==> config.mk <==
export PLATFORM = sky130hd
export DESIGN_NAME = spi_byte_receiver
export DESIGN_NICKNAME = d
export VERILOG_FILES = /design/src/rtl/spi_pkg.sv /design/src/rtl/sync_ff.sv /design/src/rtl/spi_byte_receiver.sv
export SDC_FILE = /design/constraint.sdc
export NUM_CORES = 1
export LEC_CHECK = 0
export BUFFER_PORTS_ARGS = -buffer_cell sky130_fd_sc_hd__buf_2
export CAP_MARGIN = 15
export CORE_UTILIZATION = 45
export DETAILED_ROUTE_END_ITERATION = 8
export PLACE_DENSITY_LB_ADDON = 0.25
export RECOVER_POWER = 100
export SETUP_SLACK_MARGIN = 0.02
export SYNTH_ARGS = -nofsm -noshare
export SYNTH_HDL_FRONTEND = slang
export SYNTH_HIERARCHICAL = 1
export SYNTH_SLANG_ARGS = --single-unit
==> constraint.sdc <==
create_clock -name clk_device -period 5 [get_ports clk_device]
set_clock_uncertainty 0.2 [all_clocks]
set_input_delay 1 -clock clk_device [delete_from_list [all_inputs] [get_ports clk_device]]
set_output_delay 1 -clock clk_device [all_outputs]
set_load 0.05 [all_outputs]
==> src/rtl/spi_pkg.sv <==
// -----------------------------------------------------------------------------
// spi_pkg
// Shared definitions for the SPI byte receiver: byte width, SPI mode and the
// derived clock polarity, the receiver state enum and a bit-order helper.
// No ports.
// -----------------------------------------------------------------------------
package spi_pkg;

  localparam int BYTE_W = 8;

  // Mode 0: CPOL=0, CPHA=0. Data is sampled on the leading edge and changed
  // on the trailing edge; with CPOL=0 the leading edge is the rising edge.
  localparam logic [1:0] SPI_MODE = 2'd0;
  localparam logic       SPI_CPOL = SPI_MODE[1];

  typedef enum logic {
    IDLE   = 1'b0,
    ACTIVE = 1'b1
  } state_t;

  // First bit to put on the wire for a byte in the selected bit order.
  function automatic logic first_bit(input logic [BYTE_W-1:0] b,
                                     input logic              msb_first);
    return msb_first ? b[BYTE_W-1] : b[0];
  endfunction

endpackage

==> src/rtl/sync_ff.sv <==
// -----------------------------------------------------------------------------
// sync_ff
// Single-bit multi-stage synchronizer with a configurable reset value.
// Ports:
//   clk_device  in   sampling clock
//   reset_n     in   asynchronous active-low reset
//   i_d         in   asynchronous input
//   o_q         out  synchronised output (DEPTH cycles of latency)
// -----------------------------------------------------------------------------
module sync_ff #(
  parameter int   DEPTH   = 2,
  parameter logic RST_VAL = 1'b0
) (
  input  logic clk_device,
  input  logic reset_n,
  input  logic i_d,
  output logic o_q
);

  logic [DEPTH-1:0] r_stage;

  always_ff @(posedge clk_device or negedge reset_n) begin
    if (!reset_n) begin
      r_stage <= {DEPTH{RST_VAL}};
    end else begin
      r_stage <= {r_stage[DEPTH-2:0], i_d};
    end
  end

  assign o_q = r_stage[DEPTH-1];

endmodule

==> src/rtl/spi_byte_receiver.sv <==
// -----------------------------------------------------------------------------
// spi_byte_receiver
// SPI mode-0 slave front end. Oversamples SCK/MOSI/CS_n on clk_device,
// assembles MOSI bytes, strobes each completed byte to the command controller,
// shifts a response byte out on MISO and flags frames that end mid-byte.
//
//   state  | meaning
//   -------+---------------------------------------------------------------
//   IDLE   | deselected; bit counter zero, MISO high, SCK edges ignored
//   ACTIVE | selected; shift MOSI on SCK rise, advance MISO on SCK fall
//
// Ports:
//   clk_device        in   oversampling clock (>= 4x SCK)
//   reset_n           in   asynchronous active-low reset
//   spi_sck           in   SPI clock (async)
//   spi_mosi          in   SPI data in (async)
//   spi_cs_n          in   SPI chip select, active low (async)
//   spi_miso          out  SPI data out, 1 while deselected
//   data_out[7:0]     out  last completed byte
//   data_out_ready    out  one-cycle strobe, data_out is new
//   cs_n_out          out  synchronised chip select
//   tx_data[7:0]      in   response byte for the next byte slot
//   tx_load           in   one-cycle qualifier for tx_data
//   frame_byte_count  out  bytes completed in the current frame, saturating
//   frame_error       out  one-cycle pulse, CS rose with 1-7 bits received
// -----------------------------------------------------------------------------
module spi_byte_receiver
  import spi_pkg::*;
#(
  parameter int SYNC_STAGES = 2,
  parameter bit MSB_FIRST   = 1'b1
) (
  input  logic        clk_device,
  input  logic        reset_n,
  input  logic        spi_sck,
  input  logic        spi_mosi,
  input  logic        spi_cs_n,
  output logic        spi_miso,
  output logic [7:0]  data_out,
  output logic        data_out_ready,
  output logic        cs_n_out,
  input  logic [7:0]  tx_data,
  input  logic        tx_load,
  output logic [7:0]  frame_byte_count,
  output logic        frame_error
);

  localparam logic [3:0] FLUSH_INIT = 4'(SYNC_STAGES);

  logic w_sck_s;
  logic w_mosi_s;
  logic w_cs_s;

  logic r_sck_d;
  logic r_cs_d;

  logic w_sck_lead;
  logic w_sck_trail;
  logic w_cs_fall;
  logic w_cs_rise;

  logic [3:0] r_flush_cnt;
  logic       r_cs_armed;

  state_t r_state;
  state_t w_state_next;

  logic [2:0]        r_bit_cnt;
  logic [BYTE_W-1:0] r_rx_shift;
  logic [BYTE_W-1:0] r_tx_shift;
  logic [BYTE_W-1:0] r_tx_pend;
  logic [BYTE_W-1:0] r_data_out;
  logic [7:0]        r_frame_byte_count;
  logic              r_data_out_ready;
  logic              r_frame_error;
  logic              r_miso;
  logic              r_byte_done;

  logic [BYTE_W-1:0] w_rx_next;
  logic [BYTE_W-1:0] w_tx_shift_next;
  logic              w_tx_next_bit;
  logic              w_last_bit;
  logic              w_partial;
  logic              w_tx_consume;

  sync_ff #(.DEPTH(SYNC_STAGES), .RST_VAL(SPI_CPOL)) u_sync_sck (
    .clk_device (clk_device),
    .reset_n    (reset_n),
    .i_d        (spi_sck),
    .o_q        (w_sck_s)
  );

  sync_ff #(.DEPTH(SYNC_STAGES), .RST_VAL(1'b0)) u_sync_mosi (
    .clk_device (clk_device),
    .reset_n    (reset_n),
    .i_d        (spi_mosi),
    .o_q        (w_mosi_s)
  );

  sync_ff #(.DEPTH(SYNC_STAGES), .RST_VAL(1'b1)) u_sync_cs (
    .clk_device (clk_device),
    .reset_n    (reset_n),
    .i_d        (spi_cs_n),
    .o_q        (w_cs_s)
  );

  always_ff @(posedge clk_device or negedge reset_n) begin
    if (!reset_n) begin
      r_sck_d <= SPI_CPOL;
      r_cs_d  <= 1'b1;
    end else begin
      r_sck_d <= w_sck_s;
      r_cs_d  <= w_cs_s;
    end
  end

  // After reset the synchronizer still holds its reset value (CS high), so a
  // CS pin already held low would look like a fresh falling edge. The CS fall
  // detector is only armed once the flushed synchronizer has shown CS high.
  always_ff @(posedge clk_device or negedge reset_n) begin
    if (!reset_n) begin
      r_flush_cnt <= FLUSH_INIT;
      r_cs_armed  <= 1'b0;
    end else begin
      if (r_flush_cnt != 4'd0) begin
        r_flush_cnt <= r_flush_cnt - 4'd1;
      end
      if ((r_flush_cnt == 4'd0) && w_cs_s) begin
        r_cs_armed <= 1'b1;
      end
    end
  end

  assign w_sck_lead  = (w_sck_s != r_sck_d) && (w_sck_s != SPI_CPOL);
  assign w_sck_trail = (w_sck_s != r_sck_d) && (w_sck_s == SPI_CPOL);
  assign w_cs_fall   = r_cs_armed && r_cs_d && !w_cs_s;
  assign w_cs_rise   = w_cs_s && !r_cs_d;

  assign w_rx_next = MSB_FIRST ? {r_rx_shift[BYTE_W-2:0], w_mosi_s}
                               : {w_mosi_s, r_rx_shift[BYTE_W-1:1]};

  assign w_tx_shift_next = MSB_FIRST ? {r_tx_shift[BYTE_W-2:0], 1'b0}
                                     : {1'b0, r_tx_shift[BYTE_W-1:1]};
  assign w_tx_next_bit   = MSB_FIRST ? r_tx_shift[BYTE_W-2] : r_tx_shift[1];

  assign w_last_bit = w_sck_lead && (r_bit_cnt == 3'd7);

  // Bits in hand when CS rises include a leading edge seen in the same cycle;
  // exactly 8 (a byte completing as CS rises) is discarded silently.
  assign w_partial = ((r_bit_cnt != 3'd0) || w_sck_lead) && !w_last_bit;

  assign w_tx_consume = ((r_state == IDLE) && w_cs_fall) ||
                        ((r_state == ACTIVE) && !w_cs_rise && w_sck_trail && r_byte_done);

  always_ff @(posedge clk_device or negedge reset_n) begin
    if (!reset_n) begin
      r_state <= IDLE;
    end else begin
      r_state <= w_state_next;
    end
  end

  always_comb begin
    w_state_next = r_state;
    case (r_state)
      IDLE:    if (w_cs_fall) w_state_next = ACTIVE;
      ACTIVE:  if (w_cs_rise) w_state_next = IDLE;
      default: w_state_next = IDLE;
    endcase
  end

  always_ff @(posedge clk_device or negedge reset_n) begin
    if (!reset_n) begin
      r_bit_cnt          <= '0;
      r_rx_shift         <= '0;
      r_tx_shift         <= '0;
      r_tx_pend          <= '0;
      r_data_out         <= '0;
      r_frame_byte_count <= '0;
      r_data_out_ready   <= 1'b0;
      r_frame_error      <= 1'b0;
      r_miso             <= 1'b1;
      r_byte_done        <= 1'b0;
    end else begin
      r_data_out_ready <= 1'b0;
      r_frame_error    <= 1'b0;

      // A load in the same cycle as consumption wins, so it lands in the
      // following byte slot instead of being lost.
      if (tx_load) begin
        r_tx_pend <= tx_data;
      end else if (w_tx_consume) begin
        r_tx_pend <= '0;
      end

      case (r_state)
        IDLE: begin
          r_bit_cnt <= '0;
          if (w_cs_fall) begin
            r_frame_byte_count <= '0;
            r_tx_shift         <= r_tx_pend;
            r_miso             <= first_bit(r_tx_pend, MSB_FIRST);
            r_byte_done        <= 1'b0;
          end
        end

        ACTIVE: begin
          if (w_cs_rise) begin
            r_frame_error <= w_partial;
            r_bit_cnt     <= '0;
            r_byte_done   <= 1'b0;
            r_miso        <= 1'b1;
          end else begin
            if (w_sck_lead) begin
              r_rx_shift <= w_rx_next;
              r_bit_cnt  <= r_bit_cnt + 3'd1;
              if (w_last_bit) begin
                r_data_out       <= w_rx_next;
                r_data_out_ready <= 1'b1;
                r_byte_done      <= 1'b1;
                if (r_frame_byte_count != 8'hFF) begin
                  r_frame_byte_count <= r_frame_byte_count + 8'd1;
                end
              end
            end

            // The trailing edge after a byte boundary starts the next response
            // byte; every other trailing edge advances the current one.
            if (w_sck_trail) begin
              if (r_byte_done) begin
                r_tx_shift  <= r_tx_pend;
                r_miso      <= first_bit(r_tx_pend, MSB_FIRST);
                r_byte_done <= 1'b0;
              end else begin
                r_tx_shift <= w_tx_shift_next;
                r_miso     <= w_tx_next_bit;
              end
            end
          end
        end

        default: begin
          r_bit_cnt <= '0;
        end
      endcase
    end
  end

  assign spi_miso         = r_miso;
  assign data_out         = r_data_out;
  assign data_out_ready   = r_data_out_ready;
  assign cs_n_out         = w_cs_s;
  assign frame_byte_count = r_frame_byte_count;
  assign frame_error      = r_frame_error;

endmodule

==> flow_metrics.py, run 1 <==
metrics = {
    "sta": {
        "finalCriticalPeriod_ns": 2.70,
        "fin_crit_sh_pct": 54.1,
        "rsz0062_at_grt": "no",
        "setup_violations": 0,
        "final.setup.worst_slack_ns": 2.30,
        "slew_viol_final": 0,
        "max-slew-margin-rel_pct": 29.8,
        "fmax_mhz": 370,
        "tightest_slew_ns": 1.05,
        "tns_ns": 0,
        "hold_viol": 0,
    },
    "grt": {
        "grt_pass1_wl_um": 6960,
        "grt_max_degree": 60,
        "gr-usage-all-layers_pct": 15.7,
        "antenna_found_initial": 0,
        "grt_pass1_vias": 1556,
        "overflow": 0,
    },
    "logic_synthesis": {
        "synth_compound_area_share_pct": 11.1,
        "netlist_area_um2": 2530,
        "synth_seq_area_share_pct": 58.7,
        "syn_inst": 223,
        "synthAdderAreaFrac_pct": 2.97,
        "synth_top_family_by_area": "simple AND/OR/NAND/NOR gates",
        "synthMuxAreaShare_pct": 8.37,
        "synth_seq_cells": 59,
        "synth_xor_area_share_pct": 0.693,
        "yosys_warnings": 6,
        "synthDistinctLibCells": 39,
        "syn-num-nets": 243,
        "synthSimpleGateAreaFrac_pct": 15.1,
        "avgSynthCellArea_um2": 11.3,
    },
    "worst_hold_path": {
        "hp-class": "reg -> reg",
    },
    "routing": {
        "dr.pass1.iters": 4,
        "ant_nets": 0,
        "wl_per_cell_um": 12.5,
        "drc": 0,
        "drt_iter0_drc": 94,
        "drt_wl_total_um": 4190,
        "vias": 1715,
        "avgViaCountPerCell": 5.10,
    },
    "floorplanning": {
        "dieArea_um2": 5920,
        "core_um2": 5270,
        "die_h_um": 76.9,
        "row_count": 26,
        "start_util_pct": 48.0,
        "io_pins": 34,
        "die_x_um": 76.9,
    },
    "cells_and_area": {
        "multiInputGateArea_um2": 947,
        "nNetsFinal": 281,
        "stdcell_count": 336,
        "design_area_um2": 2930,
        "ff_latch_area_um2": 1480,
        "drive_above_1_share_pct": 16.9,
        "areaGrowthSynthToFinish_pct": 16.0,
        "fillCellCount": 491,
        "antennaDiodeCount": 0,
    },
    "cts": {
        "insertion_delay_ns": 0.34,
        "clk_pin_slew_ns": 0.06,
        "cts_buffers": 9,
        "cts_tree": "yes",
        "cts_resized": 0,
        "cts_buffer_depth": 2,
        "holdBufCountCts": 0,
        "root_buffer": "clkbuf_8",
        "postCtsSetupBuffers": 0,
        "clkSinkCount": 59,
        "htree_levels": 3,
    },
    "setup_path": {
        "rrSetupSlack_ns": 2.57,
        "crit_path_max_incr_delay_ns": 0.65,
        "critPathKind": "reg -> out",
        "cp.arrival_ns": 1.50,
        "cp-end-kind": "primary output",
        "worstPathMaxFanout": 9,
        "critPathRequiredTime_ns": 3.80,
        "slowest_stage": "dfstp_1",
        "crit_chain": "clkbuf_1",
        "crit_buf_inv": 1,
        "cp_top_family": "flip-flops",
        "start_kind": "flop",
    },
    "power": {
        "p_sw_uw": 281,
        "powerDensity_nw_per_um2": 401,
        "finalPower_uw": 1180,
        "ir_worst_vdd_v": 0.000261,
        "swShare_pct": 23.9,
        "power_frac_seq_pct": 48.8,
        "p_int_uw": 895,
        "clkPwrFrac_pct": 41.2,
        "power.share.combinational_pct": 10.0,
        "leakage_uw": 0.00139,
    },
    "flow_run": {
        "drv_cap": 0,
    },
    "placement": {
        "io_buffers": 33,
        "place_ws_ns": 2.62,
        "dpl.hpwl_um": 2810,
        "place.gp.congestion": 0.820,
        "place_inst": 320,
        "placed_area_um2": 2750,
    },
    "run_status": {
        "status": "finished clean",
    },
}
-- placed cells by master (no fill, tap or decap), types with 2 or more instances in the layout --
master	netlist	routed
bufinv_16	0	2
a22o_1	9	9
dfrtp_1	54	54
ha_1	6	6
nor3_1	7	7
buf_2	2	13
clkbuf_1	4	20
a21oi_1	2	2
or3_1	2	2
o211ai_1	2	2
clkinv_2	0	3
clkbuf_8	0	11
nand2_1	41	41
a21o_1	2	2
o21ai_0	13	13
mux2i_1	11	11
nor2_1	8	8
nand2b_1	4	4
inv_1	10	10
nand3_1	6	6
o21a_1	1	2
dfstp_2	5	4
mux2_2	9	9
and2_1	2	2
nand3b_1	2	2
xnor2_1	2	2
or2b_1	2	2
a221o_1	3	3
-- per-stage QoR --
| stage | hold WS (ns) | util [%] |
|---|---|---|
| floorplan | 0.131 | - |
| global placement | 0.132 | 52.2 |
| detailed placement | 0.139 | 52.2 |
| CTS | 0.154 | 56.5 |
| global route | 0.162 | 55.7 |
| finish | 0.150 | 55.7 |
-- flip-flops by register name (all words and copies together) (netlist names), 2 cells and up --
| name | cells |
|---|---|
| r_rx_shift | 7 |
| data_out | 8 |
| frame_byte_count | 8 |
| r_tx_shift | 7 |
| u_sync_sck/r_stage | 2 |
| r_flush_cnt | 4 |
| u_sync_mosi/r_stage | 2 |
| r_tx_pend | 8 |
| u_sync_cs/r_stage | 2 |
| r_bit_cnt | 3 |
-- logic make-up (layout without fill, tap and decap cells) --
kind of cell / after synthesis / after routing
AO/OA/AOI/OAI: 38 / 38
XOR/XNOR: 2 / 2
adder cells (fa/ha/maj): 6 / 6
buffers and inverters: 18 / 61
flip-flops: 59 / 59
multiplexers: 20 / 20
AND/OR/NAND/NOR: 80 / 80
-- synth_stat cells, drive strengths merged --
library cell | number | area [um^2]
dfrtp | 54 | 1350
nand2 | 41 | 154
o21ai | 13 | 65.1
mux2i | 11 | 110
inv | 10 | 37.5
a22o | 9 | 78.8
mux2 | 9 | 101
nor2 | 8 | 30.0
nor3 | 7 | 35.0
ha | 6 | 75.1
nand3 | 6 | 30.0
dfstp | 5 | 131
clkbuf | 4 | 15.0
nand2b | 4 | 25.0
a221o | 3 | 30.0
buf | 3 | 21.3
a21o | 2 | 15.0
a21oi | 2 | 10.0
and2 | 2 | 12.5
nand3b | 2 | 15.0
o211ai | 2 | 15.0
o21a | 2 | 22.5
or2b | 2 | 15.0
or3 | 2 | 12.5
xnor2 | 2 | 17.5
a211oi | 1 | 12.5
a2bb2oi | 1 | 8.76
a31oi | 1 | 6.26
a41oi | 1 | 8.76
and2b | 1 | 7.51
and4bb | 1 | 12.5
clkinv | 1 | 3.75
nand4 | 1 | 6.26
nor2b | 1 | 13.8
nor4 | 1 | 6.26
o2bb2ai | 1 | 8.76
or2 | 1 | 6.26
-- final timing paths --
path                                                       start                          endpoint  cells past startpoint
worst min-delay path            u_sync_mosi/r_stage[0]$_DFF_PN0_  u_sync_mosi/r_stage[1]$_DFF_PN0_                      0
worst max register to register    u_sync_cs/r_stage[1]$_DFF_PN1_          r_tx_pend[5]$_DFFE_PN0P_                      4
worst max-delay path              u_sync_cs/r_stage[1]$_DFF_PN1_                          cs_n_out                      1
min in group asynchronous                                reset_n   frame_byte_count[5]$_DFFE_PN0P_                      2
worst min register to register  u_sync_mosi/r_stage[0]$_DFF_PN0_  u_sync_mosi/r_stage[1]$_DFF_PN0_                      0
max in group asynchronous                                reset_n          r_tx_pend[6]$_DFFE_PN0P_                      2
-- power groups by stage --
| stage | Sequential (uW) | Combinational (uW) | Clock, uW |
|---|---|---|---|
| 2_1_floorplan | 585 | 79.1 | 0 |
| 3_3_place_gp | 581 | 119 | 0 |
| 3_5_place_dp | 581 | 122 | 0 |
| 4_1_cts | 574 | 123 | 501 |
| 5_1_grt | 581 | 132 | 517 |
| 6_report | 573 | 118 | 484 |
-- final cells by class --
cell class	count	share of cell area [%]
clock buffer	11	5.16
clock inverter	5	2.56
inverter	11	1.41
multi-input combinational	146	32.3
sequential	59	50.6
tap	70	2.99
timing repair buffer	34	5.03
-- routing by layer --
metal / GRT usage, % / vias to the layer above / part of all wire [%]
met4: 7.50 / 0 / 1.9
met3: 6.79 / 7 / 6.4
met1: 18.9 / 804 / 46
met2: 23.9 / 54 / 45
li1: - / 850 / -
met5: 0 / - / 0
(Power assumes the default switching activity.)
==> inputs of run 2 (changes only) <==
Clock period 5 ns to 2.3 ns, I/O delays scaled along.
==> flow_metrics.py, run 2 (synthesized netlist as in run 1, its figures left out) <==
metrics = {
    "run_status": {
        "status": "finished clean",
    },
    "power": {
        "ir_worst_vdd_v": 0.000522,
        "leakage_uw": 0.00141,
        "clkPwrFrac_pct": 39.3,
        "power_frac_seq_pct": 49.7,
        "finalPower_uw": 2500,
        "p_int_uw": 1900,
        "swShare_pct": 24.1,
        "power.share.combinational_pct": 11.0,
        "p_sw_uw": 602,
        "powerDensity_nw_per_um2": 834,
    },
    "floorplanning": {
        "die_x_um": 76.9,
        "row_count": 26,
        "core_um2": 5270,
        "die_h_um": 76.9,
        "start_util_pct": 48.0,
        "dieArea_um2": 5920,
        "io_pins": 34,
    },
    "cells_and_area": {
        "areaGrowthSynthToFinish_pct": 18.6,
        "antennaDiodeCount": 0,
        "nNetsFinal": 288,
        "layout_commonest_cell": "dfrtp_1",
        "layout_common_cells": "dfrtp_1, nand2_1, clkbuf_1, o21ai_0, buf_2",
        "drive_above_1_share_pct": 19.0,
    },
    "routing": {
        "drc": 0,
        "avgViaCountPerCell": 5.17,
        "drt_wl_total_um": 4280,
        "vias": 1774,
        "dr.pass1.iters": 4,
        "ant_nets": 0,
        "drt_iter0_drc": 49,
        "wl_per_cell_um": 12.5,
    },
    "sta": {
        "tns_ns": 0,
        "finalCriticalPeriod_ns": 2.13,
        "rsz0062_at_grt": "no",
        "fin_crit_sh_pct": 92.4,
        "hold_viol": 0,
        "fmax_mhz": 470,
        "setup_violations": 0,
        "tightest_slew_ns": 1.25,
        "slew_viol_final": 0,
        "max-slew-margin-rel_pct": 16.3,
    },
    "worst_hold_path": {
        "hp-class": "in -> reg",
    },
    "grt": {
        "grt_pass1_vias": 1683,
        "overflow": 0,
        "antenna_found_initial": 0,
        "gr-usage-all-layers_pct": 16.2,
        "grt_pass1_wl_um": 7270,
        "grt_max_degree": 38,
    },
    "cts": {
        "cts_buffer_depth": 2,
        "insertion_delay_ns": 0.33,
        "cts_tree": "yes",
        "htree_levels": 3,
        "clk_pin_slew_ns": 0.06,
        "cts_buffers": 9,
        "postCtsSetupBuffers": 0,
        "clkSinkCount": 59,
        "root_buffer": "clkbuf_8",
    },
    "setup_path": {
        "crit_path_max_incr_delay_ns": 0.44,
        "slowest_stage": "or3_1",
        "worstPathMaxFanout": 6,
        "cp_top_family": "compound AO/OA/AOI/OAI gates",
        "rrSetupSlack_ns": 0.17,
        "crit_buf_inv": 0,
        "cp-end-kind": "flop",
        "critPathKind": "reg -> reg",
        "crit_chain": "ha_1 -> ha_1 -> nand3b_1 -> or3_1 -> o21a_4 -> a221o_1",
        "cp.arrival_ns": 2.14,
        "cp_common_cell": "ha_1",
        "start_kind": "flop",
        "critPathRequiredTime_ns": 2.31,
    },
    "flow_run": {
        "drv_cap": 0,
    },
    "placement": {
        "dpl.hpwl_um": 2920,
        "place.gp.congestion": 0.829,
        "io_buffers": 33,
    },
}
[run 2: per-layer routing]
| metal | GRT usage, % | wire, um | vias up |
|---|---|---|---|
| met5 | 0 | 0 | - |
| met4 | 6.35 | 23 | 0 |
| met3 | 7.02 | 224 | 2 |
| met2 | 25.9 | 2120 | 35 |
| met1 | 19.2 | 1920 | 870 |
| li1 | - | - | 867 |
[run 2: worst register-to-register path, stage by stage (launching register included)]
cell      delay [ns]
dfrtp_1         0.38
ha_1            0.16
ha_1            0.13
nand3b_1        0.08
or3_1           0.44
o21a_4          0.29
a221o_1         0.34
[run 2: power groups by stage]
stage	combinational [uW]	clock [uW]	sequential, uW
finish	276	981	1240
global route	308	1060	1260
CTS	286	1010	1240
detailed placement	285	0	1260
global placement	276	0	1260
floorplan	172	0	1270
[run 2: cell type report]
class / count / area, um^2
fillers: 478 / 2270
clock inverters: 6 / 80.1
inverters: 11 / 45.0
clock buffers: 10 / 128
multi-input cells: 146 / 967
well taps: 70 / 87.6
repair buffers: 41 / 208
flip-flops and latches: 59 / 1480
[run 2: final timing paths]
check                                                 start  cells past startpoint                                to
max                                r_bit_cnt[0]$_DFFE_PN0P_                      6   frame_byte_count[3]$_DFFE_PN0P_
min                                                spi_mosi                      1  u_sync_mosi/r_stage[0]$_DFF_PN0_
max reg2reg                        r_bit_cnt[0]$_DFFE_PN0P_                      6   frame_byte_count[3]$_DFFE_PN0P_
min reg2reg                u_sync_mosi/r_stage[0]$_DFF_PN0_                      0  u_sync_mosi/r_stage[1]$_DFF_PN0_
max in group asynchronous                           reset_n                      3        r_flush_cnt[1]$_DFFE_PN1P_
min in group asynchronous                           reset_n                      2         r_rx_shift[4]$_DFFE_PN0P_
[run 2: through the flow]
| step | std cells | hold WS, ns | util [%] | worst slack [ns] | area, um^2 |
|---|---|---|---|---|---|
| 6_report | 343 | 0.0322 | 56.9 | 0.174 | 3000 |
| 5_1_grt | 343 | 0.00934 | 56.9 | 0.0581 | 3000 |
| 4_1_cts | 343 | 0.0106 | 57.4 | 0.150 | 3030 |
| 3_5_place_dp | 326 | 0.136 | 53.3 | 0.162 | 2810 |
| 3_3_place_gp | 326 | 0.134 | 53.3 | 0.217 | 2810 |
| 2_1_floorplan | 223 | -0.0356 | - | 0.0970 | 2530 |
[run 2: what timing repair did]
item	CTS	global route
endpoints found under the setup margin	0	1
endpoints found under the hold margin	22	0
gates resized for setup	0	1
hold buffers	1	0
==> inputs of run 3 (changes only) <==
Settings changed: BUFFER_PORTS_ARGS -buffer_cell sky130_fd_sc_hd__buf_2 to -buffer_cell sky130_fd_sc_hd__clkbuf_2, GPL_TIMING_DRIVEN set to 0.
==> flow_metrics.py, run 3 (synthesized netlist as in run 1, its figures left out) <==
metrics = {
    "run_status": {
        "status": "finished clean",
    },
    "placement": {
        "place_ws_ns": 0.102,
        "place.gp.congestion": 0.762,
        "io_buffers": 32,
        "dpl.hpwl_um": 2840,
    },
    "sta": {
        "finalCriticalPeriod_ns": 2.13,
        "hold_viol": 0,
        "setup_violations": 0,
        "fmax_mhz": 469,
        "tns_ns": 0,
        "final.setup.worst_slack_ns": 0.168,
        "tightest_slew_ns": 1.39,
        "slew_viol_final": 0,
        "max-slew-margin-rel_pct": 7.42,
        "rsz0062_at_grt": "no",
        "fin_crit_sh_pct": 92.7,
    },
    "flow_run": {
        "drv_cap": 0,
    },
    "cells_and_area": {
        "utilization_pct": 56.7,
        "layout_common_cells": "dfrtp_1, nand2_1, clkbuf_1, clkbuf_2, o21ai_0",
        "areaGrowthSynthToFinish_pct": 18.2,
        "nNetsFinal": 289,
        "drive_above_1_share_pct": 17.9,
        "antennaDiodeCount": 0,
        "layout_commonest_cell": "dfrtp_1",
    },
    "setup_path": {
        "crit_path_start": "r_bit_cnt[0]$_DFFE_PN0P_",
        "crit_path_max_incr_delay_ns": 0.35,
        "crit_buf_inv": 1,
        "slowest_stage": "dfrtp_1",
        "start_kind": "flop",
        "cp_common_cell": "ha_1",
        "cp-end-kind": "flop",
        "cp_top_family": "compound AO/OA/AOI/OAI gates",
        "critPathKind": "reg -> reg",
        "rrSetupSlack_ns": 0.17,
        "cp.arrival_ns": 2.16,
        "worstPathMaxFanout": 7,
        "r2r_start": "r_bit_cnt[0]$_DFFE_PN0P_",
        "crit_chain": "ha_1 -> ha_1 -> nand3b_1 -> or3_1 -> buf_6 -> o21a_4 -> a221o_1",
        "reg2reg_to": "frame_byte_count[7]$_DFFE_PN0P_",
        "critPathRequiredTime_ns": 2.33,
        "crit_path_end": "frame_byte_count[7]$_DFFE_PN0P_",
        "worst-path-stages": 7,
        "ff2ff_path_depth": 7,
    },
    "floorplanning": {
        "die_x_um": 76.9,
        "core_um2": 5270,
        "io_pins": 34,
        "dieArea_um2": 5920,
        "start_util_pct": 48.0,
        "row_count": 26,
        "die_h_um": 76.9,
    },
    "cts": {
        "root_buffer": "clkbuf_8",
        "cts_buffers": 9,
        "clk_pin_slew_ns": 0.07,
        "clkSinkCount": 59,
        "htree_levels": 3,
        "cts_buffer_depth": 2,
        "insertion_delay_ns": 0.34,
        "cts_tree": "yes",
    },
    "grt": {
        "antenna_found_initial": 0,
        "gr-usage-all-layers_pct": 16.8,
        "grt_pass1_vias": 1687,
        "grt_pass1_wl_um": 7430,
        "overflow": 0,
        "grt_max_degree": 60,
    },
    "power": {
        "leakage_uw": 0.00141,
        "powerDensity_nw_per_um2": 841,
        "ir_worst_vdd_v": 0.000531,
    },
    "routing": {
        "dr.pass1.iters": 4,
        "ant_nets": 0,
        "avgViaCountPerCell": 5.07,
        "drt_iter0_drc": 62,
        "drt_wl_total_um": 4300,
        "vias": 1745,
        "drc": 0,
        "wl_per_cell_um": 12.5,
    },
    "worst_hold_path": {
        "hp-class": "in -> reg",
    },
}
==> run 3: timing repair <==
action / 4_1_cts / 5_1_grt
setup endpoints to repair: 0 / 4
endpoints found under the hold margin: 1 / 1
hold buffers: 1 / 1
resized for setup: 0 / 3
buffers inserted: 0 / 1
==> run 3: layer usage <==
| layer | global-route usage (%) | share of wire (%) | up-vias |
|---|---|---|---|
| met5 | 0 | 0 | - |
| met4 | 8.65 | 1.1 | 0 |
| met3 | 8.21 | 5.3 | 6 |
| met2 | 25.6 | 45 | 37 |
| met1 | 19.4 | 48 | 833 |
| li1 | - | - | 869 |
==> run 3: cell type report <==
| type | instances | area, um^2 |
|---|---|---|
| buffer | 7 | 36.3 |
| clock buffer | 11 | 131 |
| clock inverter | 5 | 77.6 |
| fill | 498 | 2280 |
| inverter | 11 | 41.3 |
| multi-input combinational | 146 | 967 |
| sequential | 59 | 1480 |
| tap | 70 | 87.6 |
| timing repair buffer | 35 | 164 |
==> run 3: stage by stage <==
stage / total power [uW] / hold slack (ns) / instances / instance area (um^2)
after floorplan: 1440 / -0.0356 / 223 / 2530
after global placement: 1520 / 0.133 / 325 / 2780
after detailed placement: 1530 / 0.136 / 325 / 2780
after CTS: 2550 / 0.00108 / 342 / 3000
after global routing: 2640 / 0.00281 / 344 / 2990
final: 2510 / 0.0310 / 344 / 2990
==> run 3: worst register-to-register path: cells and delay by family, from the launching register on <==
family / cells / cell delay (ns)
AND/OR/NAND/NOR: 2 / 0.48
AO/OA/AOI/OAI: 2 / 0.58
adder cells (fa/ha/maj): 2 / 0.28
flip-flops: 1 / 0.35
buffers and inverters: 1 / 0.15
==> run 3: worst min path at each step <==
stage	start	end	slack, ns	depth (start not counted)
6_report	spi_sck	u_sync_sck/r_stage[0]$_DFF_PN0_	0.03	1
5_1_grt	spi_sck	u_sync_sck/r_stage[0]$_DFF_PN0_	0.003	1
4_1_cts	spi_mosi	u_sync_mosi/r_stage[0]$_DFF_PN0_	0.001	1
3_5_place_dp	u_sync_mosi/r_stage[0]$_DFF_PN0_	u_sync_mosi/r_stage[1]$_DFF_PN0_	0.14	0
3_3_place_gp	u_sync_sck/r_stage[0]$_DFF_PN0_	u_sync_sck/r_stage[1]$_DFF_PN0_	0.13	0
2_1_floorplan	reset_n	data_out[0]$_DFFE_PN0P_	-0.04	0
==> run 3: where the power goes <==
group          leakage (uW)  total, uW  internal (uW)  switching [uW]
Clock              0.000103       1000            606             396
Sequential         0.000757       1240           1170            72.0
Combinational      0.000548        271            124             147
